===== src/rtl/pdm_decimator.sv =====
`default_nettype none
// ============================================================================
// Module      : pdm_decimator
// Description : STAGES-order CIC decimator turning a 1-bit PDM stream into
//               saturated signed PCM samples at 1/DECIM of the enabled bit rate.
// Revision    : 1.0 - initial release
// ============================================================================
module pdm_decimator #(
    parameter int DECIM       = 64,
    parameter int STAGES      = 3,
    parameter int OUTPUT_BITS = 12
) (
    input  logic                   clk,
    input  logic                   rst_n,
    input  logic                   pdm_in,
    input  logic                   pdm_en,
    output logic [OUTPUT_BITS-1:0] pcm_out,
    output logic                   pcm_valid
);

    localparam int c_LOG2_DECIM = $clog2(DECIM);
    localparam int c_W          = STAGES * c_LOG2_DECIM + 2;
    localparam int c_SHIFT      = c_W - 1 - OUTPUT_BITS;
    localparam int c_CNT_W      = (c_LOG2_DECIM < 1) ? 1 : c_LOG2_DECIM;

    localparam logic [c_CNT_W-1:0]    c_CNT_MAX = c_CNT_W'(DECIM - 1);
    localparam logic signed [c_W-1:0] c_PCM_MAX = c_W'((1 << (OUTPUT_BITS - 1)) - 1);
    localparam logic signed [c_W-1:0] c_PCM_MIN = ~c_PCM_MAX;

    generate
        if ((DECIM < 4) || ((DECIM & (DECIM - 1)) != 0)) begin : g_bad_decim
            $error("pdm_decimator: DECIM must be a power of 2 and >= 4");
        end
        if ((STAGES < 1) || (STAGES > 4)) begin : g_bad_stages
            $error("pdm_decimator: STAGES must be in 1..4");
        end
    endgenerate

    logic signed [c_W-1:0]     r_integ [STAGES];
    logic signed [c_W-1:0]     r_dly   [STAGES];
    logic [c_CNT_W-1:0]        r_cnt;

    logic signed [c_W-1:0]     w_x;
    logic                      w_tick;
    logic signed [c_W-1:0]     w_comb_in [STAGES];
    logic signed [c_W-1:0]     w_comb_out;
    logic signed [c_W-1:0]     w_shifted;
    logic [OUTPUT_BITS-1:0]    w_sat;

    assign w_x    = pdm_in ? c_W'(1) : {c_W{1'b1}};
    assign w_tick = pdm_en && (r_cnt == c_CNT_MAX);

    // Comb chain fed by the last integrator's registered (pre-update) value.
    always_comb begin
        logic signed [c_W-1:0] v_acc;
        v_acc = r_integ[STAGES-1];
        for (int k = 0; k < STAGES; k++) begin
            w_comb_in[k] = v_acc;
            v_acc        = v_acc - r_dly[k];
        end
        w_comb_out = v_acc;
    end

    generate
        if (c_SHIFT >= 0) begin : g_shift_right
            assign w_shifted = w_comb_out >>> c_SHIFT;
        end else begin : g_shift_left
            assign w_shifted = w_comb_out <<< (-c_SHIFT);
        end
    endgenerate

    always_comb begin
        w_sat = w_shifted[OUTPUT_BITS-1:0];
        if (w_shifted > c_PCM_MAX) begin
            w_sat = c_PCM_MAX[OUTPUT_BITS-1:0];
        end else if (w_shifted < c_PCM_MIN) begin
            w_sat = c_PCM_MIN[OUTPUT_BITS-1:0];
        end
    end

    // Integrator and comb arithmetic wraps modulo 2^c_W; the comb differences recover the result.
    always_ff @(posedge clk or negedge rst_n) begin
        if (!rst_n) begin
            for (int k = 0; k < STAGES; k++) begin
                r_integ[k] <= '0;
                r_dly[k]   <= '0;
            end
            r_cnt     <= '0;
            pcm_out   <= '0;
            pcm_valid <= 1'b0;
        end else begin
            pcm_valid <= 1'b0;
            if (pdm_en) begin
                r_integ[0] <= r_integ[0] + w_x;
                for (int k = 1; k < STAGES; k++) begin
                    r_integ[k] <= r_integ[k] + r_integ[k-1];
                end
                if (w_tick) begin
                    r_cnt <= '0;
                    for (int k = 0; k < STAGES; k++) begin
                        r_dly[k] <= w_comb_in[k];
                    end
                    pcm_out   <= w_sat;
                    pcm_valid <= 1'b1;
                end else begin
                    r_cnt <= r_cnt + c_CNT_W'(1);
                end
            end
        end
    end

endmodule
`default_nettype wire

===== config.mk =====
export PLATFORM = sky130hd
export DESIGN_NAME = pdm_decimator
export DESIGN_NICKNAME = d
export VERILOG_FILES = /design/src/rtl/pdm_decimator.sv
export SDC_FILE = /design/constraint.sdc
export NUM_CORES = 1
export LEC_CHECK = 0
export CAP_MARGIN = 40
export CORE_UTILIZATION = 62
export CTS_CLUSTER_DIAMETER = 120
export DETAILED_ROUTE_END_ITERATION = 6
export PLACE_DENSITY = 0.79
export SLEW_MARGIN = 30
export SYNTH_ARGS = -nofsm -noshare
export SYNTH_HDL_FRONTEND = slang
export SYNTH_SLANG_ARGS = --single-unit

===== constraint.sdc =====
create_clock -name clk -period 7.95 [get_ports clk]
set_input_delay 1.59 -clock clk [delete_from_list [all_inputs] [get_ports clk]]
set_output_delay 1.59 -clock clk [all_outputs]
set_load 0.01 [all_outputs]

## After elaboration in Yosys (flattened, before gate mapping)

Cells that the tools add are included.

| cells by class | value |
|---|---|
| $add $sub $neg | 7 |
| $mul | 0 |
| divide/modulo/power cells | 0 |
| order comparisons | 2 |
| equality and inequality tests | 1 |
| shift operators | 0 |
| muxes and demuxes | 6 |
| bitwise operators | 0 |
| reduce and logical (&&, ||, !) cells | 2 |

Operators with widths:

| cell | number |
|---|---|
| $add 20x20->20 | 3 |
| $sub 20x20->20 | 3 |
| $mux 12 | 2 |
| $mux 20 | 1 |
| $gt 13x12->1 const B | 1 |
| $lt 13x12->1 const B | 1 |
| $add 6x1->6 const B | 1 |
| $eq 6x6->1 const B | 1 |
| $mux 6 | 1 |
| $mux 1 | 2 |
| $reduce_and 2->1 | 1 |
| $logic_and 1x1->1 | 1 |

| word-level totals | value |
|---|---|
| register bits after elaboration | 139 |
| latch bits | 0 |
| bits in writable memories | 0 |
| bits in read-only memories | 0 |
| output and inout port bits | 13 |
| memories | 0 |

## Depth between registers and ports, before layout

Gate-level depths: netlist of the first run.

| logic depth | value |
|---|---|
| word-level depth | 6 |
| mapped depth | 30 |
| depth with buffers taken out | 29 |

## Least setup slack after synthesis of the first run

Ideal clock, no wire load.

| timing | value |
|---|---|
| path kind | flip-flop to flip-flop |
| start | register r_integ[0] (netlist bit) |
| end | register pcm_out[8] |
| data arrival time | 5.581 ns |
| data required time | 7.825 ns |
| setup slack | 2.244 ns |
| cell stages (with the launch flop) | 31 |
| path buffers | 1 |
| clock period less this slack | 5.706 ns |
| path through | dfrtp_1 -> inv_1 -> ha_1 -> fa_1 -> nor2b_1 -> o21ai_0 -> a21oi_1 -> o221a_2 -> nor2_1 -> o21ai_0 -> o41ai_1 -> xnor2_1 -> ha_1 -> a21oi_1 -> o21ai_0 -> or3_1 -> nor3_1 -> nor2_1 -> a21o_1 -> a21oi_1 -> xnor2_1 -> ha_1 -> nand2_1 -> nor2_1 -> a211oi_1 -> o31ai_1 -> xnor2_1 -> xnor3_2 -> buf_6 -> a21oi_1 -> o21ai_1 |

RTL lines:

| what | RTL line | RTL |
|---|---|---|
| start: declaration | 39 | `logic signed [c_W-1:0] r_integ [STAGES];` |
| start signal: indexed assignment | 96 | `r_integ[k] <= r_integ[k] + r_integ[k-1];` |
| end signal: assignment | 103 | `pcm_out <= w_sat;` |
| end: declaration | 17 | `output logic [OUTPUT_BITS-1:0] pcm_out,` |

==> impl_results.md, run 1 <==
- Outcome: finished, final reports clean
- Slowest CP cell: o41ai_1
- Yosys warns: 0
- CTS Buf Count: 17
- Setup crit start kind: register
- Clock-pin slew on the worst setup and hold paths: 0.06 ns
- Initial Util: 0.642
- Final period utilization: 0.834
- CP Data Arrival Time: 6.94 ns
- Multiplexer share of the synthesized area: 0.0414
- Number of vias in the routed layout: 8100
- Antenna Violating Nets Remaining: 0
- CP Class: reg -> reg
- Total GRT Usage: 0.256
- Via-to-Cell Ratio: 5.80
- Post-synthesis adder-cell area fraction: 0.147
- Post-DP HPWL: 14300 um
- XOR/XNOR share of the synthesized area: 0.0747
- WP buf/inv: 1
- Simple-gate area share of the yosys netlist: 0.127
- DIE AREA: 17100 um^2
- Die width: 131 um
- Min-delay worst type: reg -> reg
- # clock sinks: 139
- DR DRC count: 0
- Post-CTS Setup Bufs: 0
- Largest family of logic cells by synthesized area: compound AO/OA/AOI/OAI gates
- Crit-path max FO: 16
- WP data required: 8.26 ns
- Count leader, synth: dfrtp_1
- Iteration count of the initial detailed-routing pass: 5
- Port-buffer cells: 16
- Setup violators final: 0
- Sequential area share after synthesis: 0.339
- Synthesized area per cell: 8.91 um^2
- Cell family with most CP delay: compound AO/OA/AOI/OAI gates
- Synth Net Count: 1275
- Final setup skew: 0.00781 ns
- Hold bufs inserted after CTS: 0
- WL/cell: 14.3 um
- RSZ-0062 raised after global routing: false
- Clock Latency Late Sink: 0.43 ns
- Root Driver: clkbuf_16
- Top-area cell type share of the netlist area: 0.339
- Htree depth: 4
- Total congestion overflow: 0
- Core area: 16000 um^2
- Num rows: 46
- Vias in the first global route: 7880
- Post-synth cell types: 68
- Final hold violations: 0
- Minimum clock period: 6.63 ns
- CTS tree: yes
- Initial antenna violation count: 0
- I/O Pins: 17
- First-pass GRT wire length: 34900 um
- Top cell types by occurrence after synthesis: dfrtp_1, nand2_1, ha_1, o21ai_0, inv_1
- Largest net degree at the start of global routing: 87
- Initial drt markers: 360
- Synth-to-Final Area Change: 9.82%
- CP peak stage delay: 0.58 ns
- Top achievable clock speed: 151 MHz
- Antenna fix cells: 0
- Count of final max-slew check failures: 0
- Share of cells above drive strength 1: 0.0831
- Post-synth EDFFs: 0
- Worst Tran Pin Value: 0.798 ns
- Max clock buf depth: 2
- Post-CTS resize count: 0
- Headroom to the max-slew limit: 0.468
- Die H: 131 um
- Cell taking the most area after synthesis: dfrtp_1
- Gate Count Post-Synth: 1153
- CP endpoint kind: register
- Yosys reg bits: 139
- Setup TNS: 0 ns
- Max-Cap Viols: 0
- GPL Wtd Cong: 0.877
- Synth area leaders: dfrtp_1, ha_1, o21ai_0
- Share of flip-flops with an asynchronous set or reset: 1.00
- Final #Nets: 1289
- Main synth FF type: dfrtp_1
- Post-Syn Area: 10300 um^2
- Routed WL: 20000 um
- Compound-gate portion of the synthesized area: 0.221
worst reg2reg max path, delay by kind of cell (launching register included):
kind	cells	cell delay [ns]
fa+ha+maj	4	1.18
simple gates	7	1.06
compound gates	13	2.72
flops	1	0.38
xor+xnor	4	1.08
buf+inv	1	0.10
per-stage QoR:
step | instances | setup slack [ns] | cell area, um^2 | utilization | hold slack (ns)
after floorplan | 1153 | 2.24 | 10300 | - | 0.450
after global placement | 1360 | 1.64 | 10600 | 0.663 | 0.463
after detailed placement | 1361 | 1.36 | 10600 | 0.665 | 0.474
after CTS | 1393 | 1.31 | 11200 | 0.702 | 0.484
after global routing | 1396 | 0.584 | 11300 | 0.705 | 0.500
final | 1396 | 1.32 | 11300 | 0.705 | 0.484
sequential cells by signal (all words and copies together) (netlist names):
signal,count
r_dly,60
r_integ,60
pcm_out,12
r_cnt,6
pcm_valid,1
final timing paths:
check,startpoint,end,slack [ns],cells past startpoint
max reg2reg,r_integ[0],pcm_out[5],1.32,29
min,pcm_out[2],pcm_out[2],0.48,2
max,r_integ[0],pcm_out[5],1.32,29
min in group asynchronous,rst_n,r_dly[3],1.05,1
max in group asynchronous,rst_n,r_integ[57],5.92,2
min reg2reg,pcm_out[2],pcm_out[2],0.48,2
routing by layer:
layer	vias up	GRT usage	wire (um)
li1	4153	-	-
met1	3836	0.308	8940
met2	84	0.466	10400
met3	27	0.0387	401
met4	0	0.0859	322
met5	-	0	0
kinds of logic after synthesis:
family / count (synthesis)
simple gates: 280
fa+ha+maj: 118
flops: 139
buf+inv: 133
xor+xnor: 85
mux: 38
compound gates: 360
layout make-up:
| class | count | area [um^2] |
|---|---|---|
| fillers | 1296 | 4720 |
| well taps | 216 | 270 |
| multi-input cells | 881 | 6280 |
| repair buffers | 25 | 264 |
| flip-flops and latches | 139 | 3480 |
| clock inverters | 12 | 148 |
| clock buffers | 20 | 447 |
| inverters | 103 | 387 |
cell usage in the layout, fill, tap and decap left out, drive strengths merged, types with 19 or more instances in the layout:
master  instances
nor2           58
xnor2          65
o21ai         123
dfrtp         139
mux2           36
inv           103
a21oi          81
clkbuf         21
nand3          23
xor2           19
ha            113
nand2         118
a21o           37
Power of run 1 is left out: the tool's default activity adds up to more than one toggle a clock period on the data nets, which glitch-free logic cannot reach.
==> run 2, diff against run 1 <==
Clock period 7.95 ns to 6.61 ns, I/O delays scaled along.
==> run 2 against run 1 <==
Compared with the run above: critical path depth is 2 higher; via count is 0.81% lower; fmax is 8.9% higher; design area is 0.42% lower; clock-buffer cell count is 5 higher; first-iteration DRC count is 3.1% higher; cell count is 0.14% lower; non-clock buffer count is 1 higher; sequential cell count stayed put; core utilization is 0.30 points lower; hold slack worse by 0.0036 ns.
==> impl_results.md, run 2 (synthesis results as in run 1) <==
- Final period utilization: 0.922
- HP Start: pcm_out[6]
- I/O Pins: 17
- Worst Tran Pin Value: 0.786 ns
- Post-layout worst setup margin: 0.517 ns
- Headroom to the max-slew limit: 0.476
- Setup crit start kind: register
- CTS Buf Count: 17
- M2 GR Usage: 0.444
- Post-DP HPWL: 14100 um
- Number of vias in the routed layout: 8034
- WP data required: 6.93 ns
- DIE AREA: 17100 um^2
- Initial drt markers: 371
- Cell family with most CP delay: compound AO/OA/AOI/OAI gates
- Antenna Violating Nets Remaining: 0
- Htree depth: 4
- Reg2reg start: r_integ[0]
- Synth-to-Final Area Change: 9.36%
- Clock-pin slew on the worst setup and hold paths: 0.05 ns
- Root Driver: clkbuf_16
- Die width: 131 um
- Core area: 16000 um^2
- WP buf/inv: 3
- Commonest cells after routing, fill and taps aside: dfrtp_1, nand2_1, ha_1
- Share of cells above drive strength 1: 0.0823
- Die H: 131 um
- Met3 Usage GRT: 0.0497
- Initial Util: 0.642
- Final #Nets: 1291
- # clock sinks: 139
- Max clock buf depth: 2
- Top Registers: r_dly x60, r_integ x60, pcm_out x12
- Setup violators final: 0
- Antenna fix cells: 0
- Minimum clock period: 6.09 ns
- First-pass GRT wire length: 33800 um
- Clock Latency Late Sink: 0.43 ns
- Crit-path max FO: 8
- Flop2flop setup slack: 0.52 ns
- Slowest CP cell: fa_1
- CP startpoint: r_integ[0]
- Final hold violations: 0
- Outcome: finished, final reports clean
- Vias in the first global route: 7745
- CP endpoint kind: register
- Port-buffer cells: 16
- Gr busiest metal: met2
- Total GRT Usage: 0.247
- Initial antenna violation count: 0
- Num rows: 46
- Largest net degree at the start of global routing: 85
- GPL Wtd Cong: 0.865
- Top achievable clock speed: 164 MHz
- Iteration count of the initial detailed-routing pass: 5
- Via-to-Cell Ratio: 5.76
- CTS tree: yes
- Min-delay worst type: reg -> reg
- Max-Cap Viols: 0
- Place WS: 0.247 ns
- CP Class: reg -> reg
- CP peak stage delay: 0.43 ns
- Total congestion overflow: 0
- Hold Worst Slack: 0.480 ns
- Met1 global-route usage: 0.298
- Count of final max-slew check failures: 0
- Final setup skew: 0.00661 ns
- WL/cell: 14.0 um
- CP Data Arrival Time: 6.42 ns
- DR DRC count: 0
- Routed WL: 19600 um
- Most common cell after layout, fill and taps aside: dfrtp_1
[run 2: changes by cell type in the layout (fill, tap and decap cells not counted), sizes merged]
cell	previous run	this run
clkbuf	21	26
clkinv	7	3
bufinv	3	0
clkinvlp	2	0
buf	10	11
xnor3	1	2
[run 2: area by class of cell]
type | instances | area (um^2)
Clock inverter | 3 | 15.0
Clock buffer | 25 | 495
Inverter | 103 | 387
Sequential cell | 139 | 3480
Fill cell | 1283 | 4770
Multi-Input combinational cell | 882 | 6330
Timing Repair Buffer | 26 | 251
Tap cell | 216 | 270
[run 2: worst paths after layout]
| kind | to | cells past startpoint |
|---|---|---|
| worst max-delay path | pcm_out[10] | 31 |
| worst min-delay path | pcm_out[6] | 2 |
| worst max register to register | pcm_out[10] | 31 |
| worst min register to register | pcm_out[6] | 2 |
| max in group asynchronous | r_cnt[5] | 2 |
| min in group asynchronous | r_dly[1] | 1 |
[run 2: layer usage]
layer,wire length [um],vias to the layer above
met5,0,-
met4,219,0
met3,499,22
met2,9840,92
met1,8990,3774
li1,-,4146
[run 2: worst register-to-register path: cells and delay by family (launching register included)]
kind	cells	cell delay, ns
AO/OA/AOI/OAI	13	2.12
adder cells (fa/ha/maj)	4	1.33
XOR/XNOR	4	0.95
AND/OR/NAND/NOR	7	0.89
buffers and inverters	3	0.38
flip-flops	1	0.35
[run 2: per-stage QoR]
| stage | setup TNS, ns | cell area, um^2 | cells | util |
|---|---|---|---|---|
| after floorplan | 0 | 10300 | 1153 | - |
| after global placement | 0 | 10600 | 1362 | 0.664 |
| after detailed placement | 0 | 10600 | 1362 | 0.664 |
| after CTS | 0 | 11100 | 1390 | 0.696 |
| after global routing | -0.000757 | 11200 | 1394 | 0.702 |
| final | 0 | 11200 | 1394 | 0.702 |
[run 2: timing repair]
item | 4_1_cts | 5_1_grt
hold buffers | 0 | 0
resized for setup | 0 | 6
buffers inserted | 0 | 1
setup endpoints to repair | 0 | 12
Power of run 2 is left out for the same reason.
